<file path="config.mk">
export PLATFORM = sky130hd
export DESIGN_NAME = inst_fetch_unit
export DESIGN_NICKNAME = d
export VERILOG_FILES = /design/src/rtl/ifu_pkg.sv /design/src/rtl/inst_fetch_unit_fetch_buffer.sv /design/src/rtl/inst_fetch_unit.sv
export SDC_FILE = /design/constraint.sdc
export NUM_CORES = 1
export LEC_CHECK = 0
export CAP_MARGIN = 20
export CORE_MARGIN = 2
export CORE_UTILIZATION = 45
export DETAILED_ROUTE_END_ITERATION = 8
export PLACE_DENSITY = 0.8
export SKIP_LAST_GASP = 1
export SLEW_MARGIN = 15
export SYNTH_ARGS = -nofsm -noshare
export SYNTH_HDL_FRONTEND = slang
export SYNTH_SLANG_ARGS = --single-unit
</file>
<file path="constraint.sdc">
create_clock -name clk -period 4.5 [get_ports clk]
set_input_delay 0.9 -clock clk [delete_from_list [all_inputs] [get_ports clk]]
set_output_delay 0.9 -clock clk [all_outputs]
set_load 0.1 [all_outputs]
</file>
<file path="src/rtl/ifu_pkg.sv">
// Shared definitions for the instruction fetch unit.
//  ifu_state_e      : fetch sequencer states
//  RESET_PC_DEFAULT : default fetch PC after reset
//  INST_NOP         : canonical NOP (addi x0,x0,0), used as filler
package ifu_pkg;

  typedef enum logic [1:0] {
    IDLE = 2'd0,
    REQ  = 2'd1,
    WAIT = 2'd2,
    HOLD = 2'd3
  } ifu_state_e;

  localparam logic [31:0] RESET_PC_DEFAULT = 32'h8000_0000;
  localparam logic [31:0] INST_NOP         = 32'h0000_0013;

endpackage

</file>
<file path="src/rtl/inst_fetch_unit_fetch_buffer.sv">
// Single-entry holding register between fetch and decode.
//  clk, rst      : clock, asynchronous active-high reset
//  load_i        : capture data_i/pc_i and raise valid_o
//  data_i, pc_i  : instruction word and its PC
//  ready_i       : downstream consumes the entry this cycle
//  kill_i        : invalidate the entry (redirect)
//  valid_o       : entry valid
//  inst_o, pc_o  : buffered instruction word and PC
module fetch_buffer #(
  parameter int unsigned XLEN = 32
) (
  input  logic            clk,
  input  logic            rst,
  input  logic            load_i,
  input  logic [XLEN-1:0] data_i,
  input  logic [XLEN-1:0] pc_i,
  input  logic            ready_i,
  input  logic            kill_i,
  output logic            valid_o,
  output logic [XLEN-1:0] inst_o,
  output logic [XLEN-1:0] pc_o
);

  logic            valid_q;
  logic [XLEN-1:0] inst_q;
  logic [XLEN-1:0] pc_q;

  always_ff @(posedge clk or posedge rst) begin
    if (rst) begin
      valid_q <= 1'b0;
      inst_q  <= '0;
      pc_q    <= '0;
    end else if (kill_i) begin
      valid_q <= 1'b0;
    end else if (load_i) begin
      valid_q <= 1'b1;
      inst_q  <= data_i;
      pc_q    <= pc_i;
    end else if (valid_q && ready_i) begin
      valid_q <= 1'b0;
    end
  end

  assign valid_o = valid_q;
  assign inst_o  = inst_q;
  assign pc_o    = pc_q;

endmodule

</file>
<file path="src/rtl/inst_fetch_unit.sv">
// Instruction fetch stage: owns the fetch PC, issues one word read at a time
// to instruction memory and hands the word plus its PC to decode.
//  clk, rst                         : clock, asynchronous active-high reset
//  redirect_valid, redirect_pc      : PC change request from execute
//  imem_req_valid/ready/addr        : memory request channel
//  imem_resp_valid/data             : memory response (single-cycle pulse)
//  inst_valid/ready, inst, inst_pc  : decode handoff channel
module inst_fetch_unit
  import ifu_pkg::*;
#(
  parameter logic [31:0]  RESET_PC = RESET_PC_DEFAULT,
  parameter int unsigned  XLEN     = 32
) (
  input  logic            clk,
  input  logic            rst,
  input  logic            redirect_valid,
  input  logic [XLEN-1:0] redirect_pc,
  output logic            imem_req_valid,
  input  logic            imem_req_ready,
  output logic [XLEN-1:0] imem_req_addr,
  input  logic            imem_resp_valid,
  input  logic [XLEN-1:0] imem_resp_data,
  output logic            inst_valid,
  input  logic            inst_ready,
  output logic [XLEN-1:0] inst,
  output logic [XLEN-1:0] inst_pc
);

  ifu_state_e      state_q, state_d;
  logic [XLEN-1:0] pc_q, pc_d;
  logic            drop_q, drop_d;
  logic            buf_load, buf_kill;
  logic [XLEN-1:0] redirect_tgt;

  assign redirect_tgt = redirect_pc & ~XLEN'(3);

  always_ff @(posedge clk or posedge rst) begin
    if (rst) begin
      state_q <= IDLE;
      pc_q    <= XLEN'(RESET_PC);
      drop_q  <= 1'b0;
    end else begin
      state_q <= state_d;
      pc_q    <= pc_d;
      drop_q  <= drop_d;
    end
  end

  always_comb begin
    state_d  = state_q;
    pc_d     = pc_q;
    drop_d   = drop_q;
    buf_load = 1'b0;
    buf_kill = 1'b0;
    if (redirect_valid) pc_d = redirect_tgt;
    unique case (state_q)
      IDLE: state_d = REQ;
      REQ: begin
        // An accepted request that coincides with a redirect is already in
        // flight to the old address, so its response must be discarded.
        if (imem_req_ready) begin
          state_d = WAIT;
          drop_d  = redirect_valid;
        end
      end
      WAIT: begin
        if (imem_resp_valid) begin
          if (redirect_valid || drop_q) begin
            drop_d  = 1'b0;
            state_d = REQ;
          end else begin
            buf_load = 1'b1;
            state_d  = HOLD;
          end
        end else if (redirect_valid) begin
          drop_d = 1'b1;
        end
      end
      HOLD: begin
        if (redirect_valid) begin
          buf_kill = 1'b1;
          state_d  = REQ;
        end else if (inst_ready) begin
          pc_d    = pc_q + XLEN'(4);
          state_d = REQ;
        end
      end
      default: state_d = IDLE;
    endcase
  end

  assign imem_req_valid = (state_q == REQ);
  assign imem_req_addr  = imem_req_valid ? pc_q : '0;

  fetch_buffer #(.XLEN(XLEN)) u_buf (
    .clk     (clk),
    .rst     (rst),
    .load_i  (buf_load),
    .data_i  (imem_resp_data),
    .pc_i    (pc_q),
    .ready_i (inst_ready),
    .kill_i  (buf_kill),
    .valid_o (inst_valid),
    .inst_o  (inst),
    .pc_o    (inst_pc)
  );

endmodule

</file>
# Yosys cells after proc, flatten, opt, wreduce, memory -nomap -nowiden
# Cells that the tools add are included.
# W data, S select, Z words.
dict set report word_totals {
  wordCells 48
  output_inout_bits 98
  regBits 100
  in_bits 70
}
dict set report classes {
  n_mux 24
  eq_ne 8
  n_reduce_logical 8
  add_sub_neg 1
  bitwise_logic 1
}
# operator n
set ops {}
lappend ops {{$mux W32} 5}
lappend ops {{$add A32 B3 Y32 const B} 1}
lappend ops {{$mux W1} 12}
lappend ops {{$mux W2} 5}
lappend ops {{$ne A3 B3 Y1 const B} 3}
lappend ops {{$pmux W2 S4} 1}
lappend ops {{$eq A2 B2 Y1 const B} 2}
lappend ops {{$reduce_and A4 Y1} 1}
lappend ops {{$reduce_and A3 Y1} 1}
lappend ops {{$reduce_bool A3 Y1} 1}
lappend ops {{$eq A2 B1 Y1 const B} 1}
lappend ops {{$logic_not A2 Y1} 1}
lappend ops {{$ne A2 B1 Y1 const B} 1}
lappend ops {{$ne A2 B2 Y1 const B} 1}
lappend ops {{$pmux W1 S2} 1}
lappend ops {{$reduce_and A2 Y1} 1}
lappend ops {{$reduce_bool A2 Y1} 1}
lappend ops {{$logic_and A1 B1 Y1} 1}
lappend ops {{$logic_or A1 B1 Y1} 1}
lappend ops {{$not A1 Y1} 1}

# Depth between registers and ports, before layout
# Gate-level depths: netlist of the first run.
dict set report depth {
  depth_word 6
  depth_mapped 7
  ltp_nobuf 6
}

# Modules after synthesis
# From an unflattened synthesis of the first run, not the netlist that was laid out.
dict set report hier_totals {
  hier_cells 395
  area_unflattened_um2 4958.5
}
# mod area_per_inst_um2 cells_each n_inst
set modules_own_cells {}
lappend modules_own_cells {fetch_buffer 2745.1 141 1}
lappend modules_own_cells {inst_fetch_unit 2213.4 254 1}

# Worst setup path before layout of the first run
# Ideal clock, no wire load.
dict set report synth_timing {
  kind {register to output}
  from {register state_q[1]}
  to {output imem_req_addr[31]}
  path_slack_ps 1048
  path_buffers 2
  t_arrival_ps 2552
  path_stages_with_launch 6
  required_ps 3600
  path_cell_list {dfrtp_1 -> inv_1 -> ha_1 -> clkbuf_1 -> clkbuf_1 -> and2_1}
}
dict set report synth_via {
  elab_chain_len 2
}
# element line
set synth_rtl {}
lappend synth_rtl {{from (decl)} inst_fetch_unit.sv:29} ;# ifu_state_e state_q, state_d;
lappend synth_rtl {{from (signal assigned)} inst_fetch_unit.sv:43} ;# state_q <= state_d;
lappend synth_rtl {{$eq A2 B1 Y1} inst_fetch_unit.sv:92} ;# assign imem_req_valid = (state_q == REQ);
lappend synth_rtl {{via imem_req_valid} inst_fetch_unit.sv:18} ;# output logic imem_req_valid,
lappend synth_rtl {{$mux W32} inst_fetch_unit.sv:93} ;# assign imem_req_addr = imem_req_valid ? pc_q : '0;
lappend synth_rtl {{to (decl)} inst_fetch_unit.sv:20} ;# output logic [XLEN-1:0] imem_req_addr,
# The timed path passes the listed nets, and every way through them passes these cells.

# Worst setup path in the final report of the first run
dict set report layout_timing {
  from {register state_q[1]}
  to {output imem_req_addr[2]}
}
dict set report layout_via {
  elab_chain_len 2
}
# element line
set layout_rtl {}
lappend layout_rtl {{$eq A2 B1 Y1} inst_fetch_unit.sv:92}
lappend layout_rtl {{$mux W32} inst_fetch_unit.sv:93}
# No other way between the ends.

==> summary.md, run 1 <==
| Metric | Value |
|---|---|
| Post-CTS setup buffers | 0 |
| Final Hold Viols | 0 |
| DPL Wire Length | 8.46 mm |
| Mux cell area share after synthesis | 0.160 |
| Share of the synthesized area in the top cell type | 0.528 |
| CTS tree | done |
| Hold WS | 0.511 ns |
| Post-DRT Antenna Nets | 0 |
| Detailed-route vias per instance | 5.31 |
| Antenna Cells | 0 |
| Seq/Total Area, Yosys | 0.533 |
| Slew @ Worst Pin | 1.01 ns |
| Ys async rst share | 1.00 |
| Mapped Area | 4690 um^2 |
| Chip Height | 106 um |
| Syn Area/Cell | 11.6 um^2 |
| Largest area contributor in the netlist | dfrtp_1 |
| Post-synth top flop | dfrtp_1 |
| Gr usage total | 0.210 |
| Critical path class | reg2out |
| Vias in the first global route | 3,798 |
| Final weighted congestion in routability-driven placement | 0.776 |
| Crit-path max FO | 21 |
| CTS resizes | 0 |
| Ports | 168 |
| Yosys reg bits | 100 |
| Synth Area in Compound Gates | 0.0749 |
| Synth Area in XOR/XNOR | 0.0187 |
| Per-cell routed wire length | 16.3 um |
| Drt pass-1 iters | 4 |
| First-pass GRT wire length | 19.0 mm |
| Commonest cells in the netlist | 99 x dfrtp_1, 65 x mux2_2, 33 x and2_1 |
| RSZ-0062 raised after global routing | false |
| Count leader, synth | dfrtp_1 |
| Final setup vio count | 0 |
| Synth Area in Simple Gates | 0.164 |
| Largest cells by area after synthesis | dfrtp_1 53%, mux2_2 16%, and2_1 4.4% |
| Initial DRC Count | 183 |
| Slew Limit Fails | 0 |
| Syn_nets | 478 |
| Mapped Cells | 403 |
| Cell variety after synth | 36 |
| Type of the tightest min-delay check | reg2reg |
| Max-slew headroom | 0.324 |
| Maxcap violations | 0 |
| Total clock sinks | 100 |
| Number of core rows | 37 |
| Die span in x | 106 um |
| Main combinational cell family by area after synthesis | simple AND/OR/NAND/NOR gates |
| Final WL | 11.4 mm |
| DR vias | 3,719 |
| Hold_buf cts | 0 |
| Root Buffer | clkbuf_8 |
| Setup_tns | 0 ns |
| Core area | 10,200 um^2 |
| CP endpoint kind | output pin |
| Synth warnings | 0 |
| Num CTS Buffers | 9 |
| GRT Residual Overflow | 0 |
| Layout cells sized above 1 | 0.227 |
| PortBufs | 165 |
| Worst Skew | 0.0119 ns |
| Worst Path Required | 3.60 ns |
| Critical path data arrival time | 2.02 ns |
| Largest net degree at the start of global routing | 51 |
| Initial antenna violation count | 0 |
| Clock Path Buffers | 2 |
| Initial Util | 0.459 |
| Crit path time final | 2.92 ns |
| Worst skew pair latency | 0.35 ns |
| Startpoint types | register |
| Layout net count | 636 |
| Clock slew seen by the registers of the worst setup and hold paths | 0.09 ns |
| Die ar. | 11,300 um^2 |
| Fin crit share | 0.648 |
| Adder-cell share of the synthesized area | 0.0133 |
| Status | finished, final reports clean |
| DRC Markers | 0 |
| Fmax | 343 MHz |
| H-tree depth | 3 |
| Area Growth Syn to Fin | 39.9% |
| EDFF count, synth | 0 |
logic make-up after synthesis:
| family | count (synthesis) |
|---|---|
| fa+ha+maj | 5 |
| xor+xnor | 10 |
| buf+inv | 34 |
| mux | 67 |
| simple gates | 132 |
| flops | 100 |
| compound gates | 55 |
cell type report:
class	instances	area, um^2
Timing Repair Buffer	172	1630
Sequential cell	100	2500
Tap cell	136	170
Inverter	9	36.3
Clock buffer	10	138
Clock inverter	5	62.6
Multi-Input combinational cell	269	2030
Fill cell	823	3660
layout by cell type (no fill, tap or decap), types with 2 or more instances in the layout:
cell,synthesis,final
dfrtp_1,99,99
inv_1,8,7
o21ai_0,13,13
or4_1,17,17
o31ai_1,15,15
a31oi_1,18,18
o211ai_1,2,2
xor2_1,8,8
clkdlybuf4s50_1,0,132
nand3_1,12,12
nand2b_1,2,2
a21oi_1,4,4
nand4_1,8,8
xnor2_1,2,2
and3_2,1,2
nor2b_1,2,2
nor2_1,20,20
and4_1,4,4
o31a_1,2,2
and3_1,4,3
nand4_4,2,2
mux2i_1,2,2
clkbuf_8,0,10
nand2_1,23,23
and2_1,33,33
mux2_2,65,65
clkinvlp_4,0,2
ha_1,5,5
clkinv_4,0,2
buf_4,1,39
critical path, cell delays in order (launching register included):
cell and delay (ns):
dfrtp_1 0.42, inv_1 0.09, ha_1 0.49, buf_8 0.23
and2_1 0.14, buf_4 0.29
layer usage:
metal,vias to the layer above,routed length (um),track usage,part of all wire
li1,1765,-,-,-
met4,0,178,0.0677,0.016
met5,-,0,0,0
met1,1833,4730,0.265,0.41
met2,104,5890,0.355,0.51
met3,17,634,0.0503,0.055
worst paths after layout:
kind / start / end / slack, ns / cells past startpoint
max: state_q[1]$_DFFE_PP0P_ / imem_req_addr[2] / 1.58 / 5
max reg2reg: state_q[0]$_DFFE_PP0P_ / pc_q[19]$_DFF_PP0_ / 2.40 / 5
min: u_buf.pc_o[17]$_DFFE_PP0P_ / u_buf.pc_o[17]$_DFFE_PP0P_ / 0.51 / 1
min in group asynchronous: rst / u_buf.inst_o[13]$_DFFE_PP0P_ / 0.97 / 2
max in group asynchronous: rst / pc_q[4]$_DFF_PP0_ / 2.71 / 3
min reg2reg: u_buf.pc_o[17]$_DFFE_PP0P_ / u_buf.pc_o[17]$_DFFE_PP0P_ / 0.51 / 1
per-stage QoR:
| step | cells | utilization | setup slack, ns | instance area (um^2) |
|---|---|---|---|---|
| after floorplan | 403 | - | 0.983 | 4690 |
| after CTS | 700 | 0.640 | 1.22 | 6550 |
| after global routing | 701 | 0.642 | 1.41 | 6570 |
| after global placement | 685 | 0.621 | 1.54 | 6350 |
| after detailed placement | 685 | 0.621 | 1.51 | 6350 |
| final | 701 | 0.642 | 1.58 | 6570 |
sequential cells by signal, summed over array words and instances (netlist names):
register / count
drop_q: 1
pc_q: 32
state_q: 2
u_buf.inst_o: 32
u_buf.pc_o: 32
u_buf.valid_o: 1
Power of run 1 is left out: the tool's default activity adds up to more than one toggle a clock period on the data nets, which glitch-free logic cannot reach.
==> run 2, diff against run 1 <==
==> constraint.sdc (replaced) <==
create_clock -name clk -period 2.7 [get_ports clk]
set_input_delay 0.54 -clock clk [delete_from_list [all_inputs] [get_ports clk]]
set_output_delay 0.54 -clock clk [all_outputs]
set_load 0.1 [all_outputs]
==> summary.md, run 2 (synthesis gave the netlist of run 1 again) <==
| Metric | Value |
|---|---|
| Clock Path Buffers | 2 |
| PortBufs | 165 |
| Gr usage total | 0.206 |
| Number of core rows | 37 |
| Most frequent cells in the layout | 99 x dfrtp_1, 70 x buf_4, 67 x clkdlybuf4s50_1 |
| H-tree depth | 3 |
| Max-slew headroom | 0.633 |
| Slew @ Worst Pin | 0.550 ns |
| Worst Path Required | 2.16 ns |
| Vias in the first global route | 3,805 |
| Layout net count | 637 |
| Core area | 10,200 um^2 |
| Post-CTS setup buffers | 0 |
| Startpoint types | register |
| Worst Skew | 0.0121 ns |
| Fin crit share | 0.893 |
| Post-DRT Antenna Nets | 0 |
| Placed instance area | 6690 um^2 |
| Dpl ws | 0.373 ns |
| Maxcap violations | 0 |
| Hold Path Depth | 1 |
| Fmax | 415 MHz |
| Worst Slack Setup Final | 0.289 ns |
| Status | finished, final reports clean |
| Worst skew pair latency | 0.35 ns |
| Critical R2R Launch | pc_q[4]$_DFF_PP0_ |
| Chip Height | 106 um |
| Ports | 168 |
| GRT Residual Overflow | 0 |
| Register-to-register setup slack | 0.58 ns |
| Antenna Cells | 0 |
| Critical path data arrival time | 1.87 ns |
| CTS tree | done |
| Root Buffer | clkbuf_8 |
| DPL Wire Length | 8.41 mm |
| RSZ-0062 raised after global routing | false |
| Final weighted congestion in routability-driven placement | 0.776 |
| CTS resizes | 0 |
| Filler cell count in the final layout | 784 |
| Crit path time final | 2.41 ns |
| Largest net degree at the start of global routing | 101 |
| Area Growth Syn to Fin | 47.0% |
| Core Util, Final | 0.674 |
| Area of the multi-input gates | 2070 um^2 |
| CP endpoint kind | output pin |
| Die span in x | 106 um |
| Initial DRC Count | 163 |
| Initial Util | 0.459 |
| Critical path class | reg2out |
| Design Area, Final | 6900 um^2 |
| Per-cell routed wire length | 16.3 um |
| DRC Markers | 0 |
| Die ar. | 11,300 um^2 |
| Detailed-route vias per instance | 5.32 |
| Drt pass-1 iters | 4 |
| Commonest non-fill, non-tap cell in the layout | dfrtp_1 |
| Clock slew seen by the registers of the worst setup and hold paths | 0.10 ns |
| DR vias | 3,738 |
| Setup_tns | 0 ns |
| Slew Limit Fails | 0 |
| FF-to-FF path depth | 4 |
| FF-to-FF End | pc_q[19]$_DFF_PP0_ |
| First-pass GRT wire length | 18.6 mm |
| Hold endpoint | u_buf.pc_o[23]$_DFFE_PP0P_ |
| Final WL | 11.4 mm |
| Hold wc startpoint | u_buf.pc_o[23]$_DFFE_PP0P_ |
| Final setup vio count | 0 |
| Initial antenna violation count | 0 |
| Sequential cell area | 2500 um^2 |
| Type of the tightest min-delay check | reg2reg |
| Crit-path max FO | 27 |
| Total clock sinks | 100 |
| Final Hold Viols | 0 |
| Num CTS Buffers | 9 |
| Hold_buf cts | 0 |
| Layout cells sized above 1 | 0.397 |
## run 2: changes by cell type in the layout (fill, tap and decap cells not counted), sizes merged
| cell | previous run | this run |
|---|---|---|
| clkdlybuf4s50 | 132 | 67 |
| inv | 8 | 11 |
| buf | 40 | 106 |
| clkinvlp | 2 | 1 |
| clkbuf | 10 | 9 |
## run 2: area by class of cell
class	instances	share of cell area
clock buffers	9	0.0180
clock inverters	7	0.0118
inverters	9	0.00544
multi-input cells	269	0.299
flip-flops and latches	100	0.363
well taps	136	0.0247
repair buffers	173	0.278
## run 2: how the worst max path moves through the flow
stage                                 startpoint                 end  slack, ns  cells after the start
after floorplan           state_q[1]$_DFFE_PP0P_    imem_req_addr[0]       0.11                      4
after global placement                inst_ready  pc_q[31]$_DFF_PP1_       0.41                      5
after detailed placement              inst_ready  pc_q[31]$_DFF_PP1_       0.37                      5
after CTS                 state_q[1]$_DFFE_PP0P_   imem_req_addr[21]       0.24                      5
after global routing      state_q[1]$_DFFE_PP0P_   imem_req_addr[21]       0.16                      5
final                     state_q[1]$_DFFE_PP0P_   imem_req_addr[21]       0.29                      5
## run 2: layer usage
metal,part of all wire,routed length (um),up-vias,track usage
met3,0.045,518,12,0.0392
met2,0.51,5880,119,0.353
met4,0.014,165,0,0.0648
met5,0,0,-,0
li1,-,-,1774,-
met1,0.43,4880,1833,0.264
## run 2: through the flow
step,hold WS [ns],cells
detailed placement,0.497,687
global placement,0.491,687
CTS,0.519,703
floorplan,0.472,403
global route,0.531,703
finish,0.516,703
## run 2: worst max-delay path, stage by stage (launching register included)
cell and delay [ns]:
dfrtp_1 0.42, inv_1 0.09, ha_2 0.26, buf_4 0.31, and2_1 0.24, buf_12 0.19
Power of run 2 is left out for the same reason.
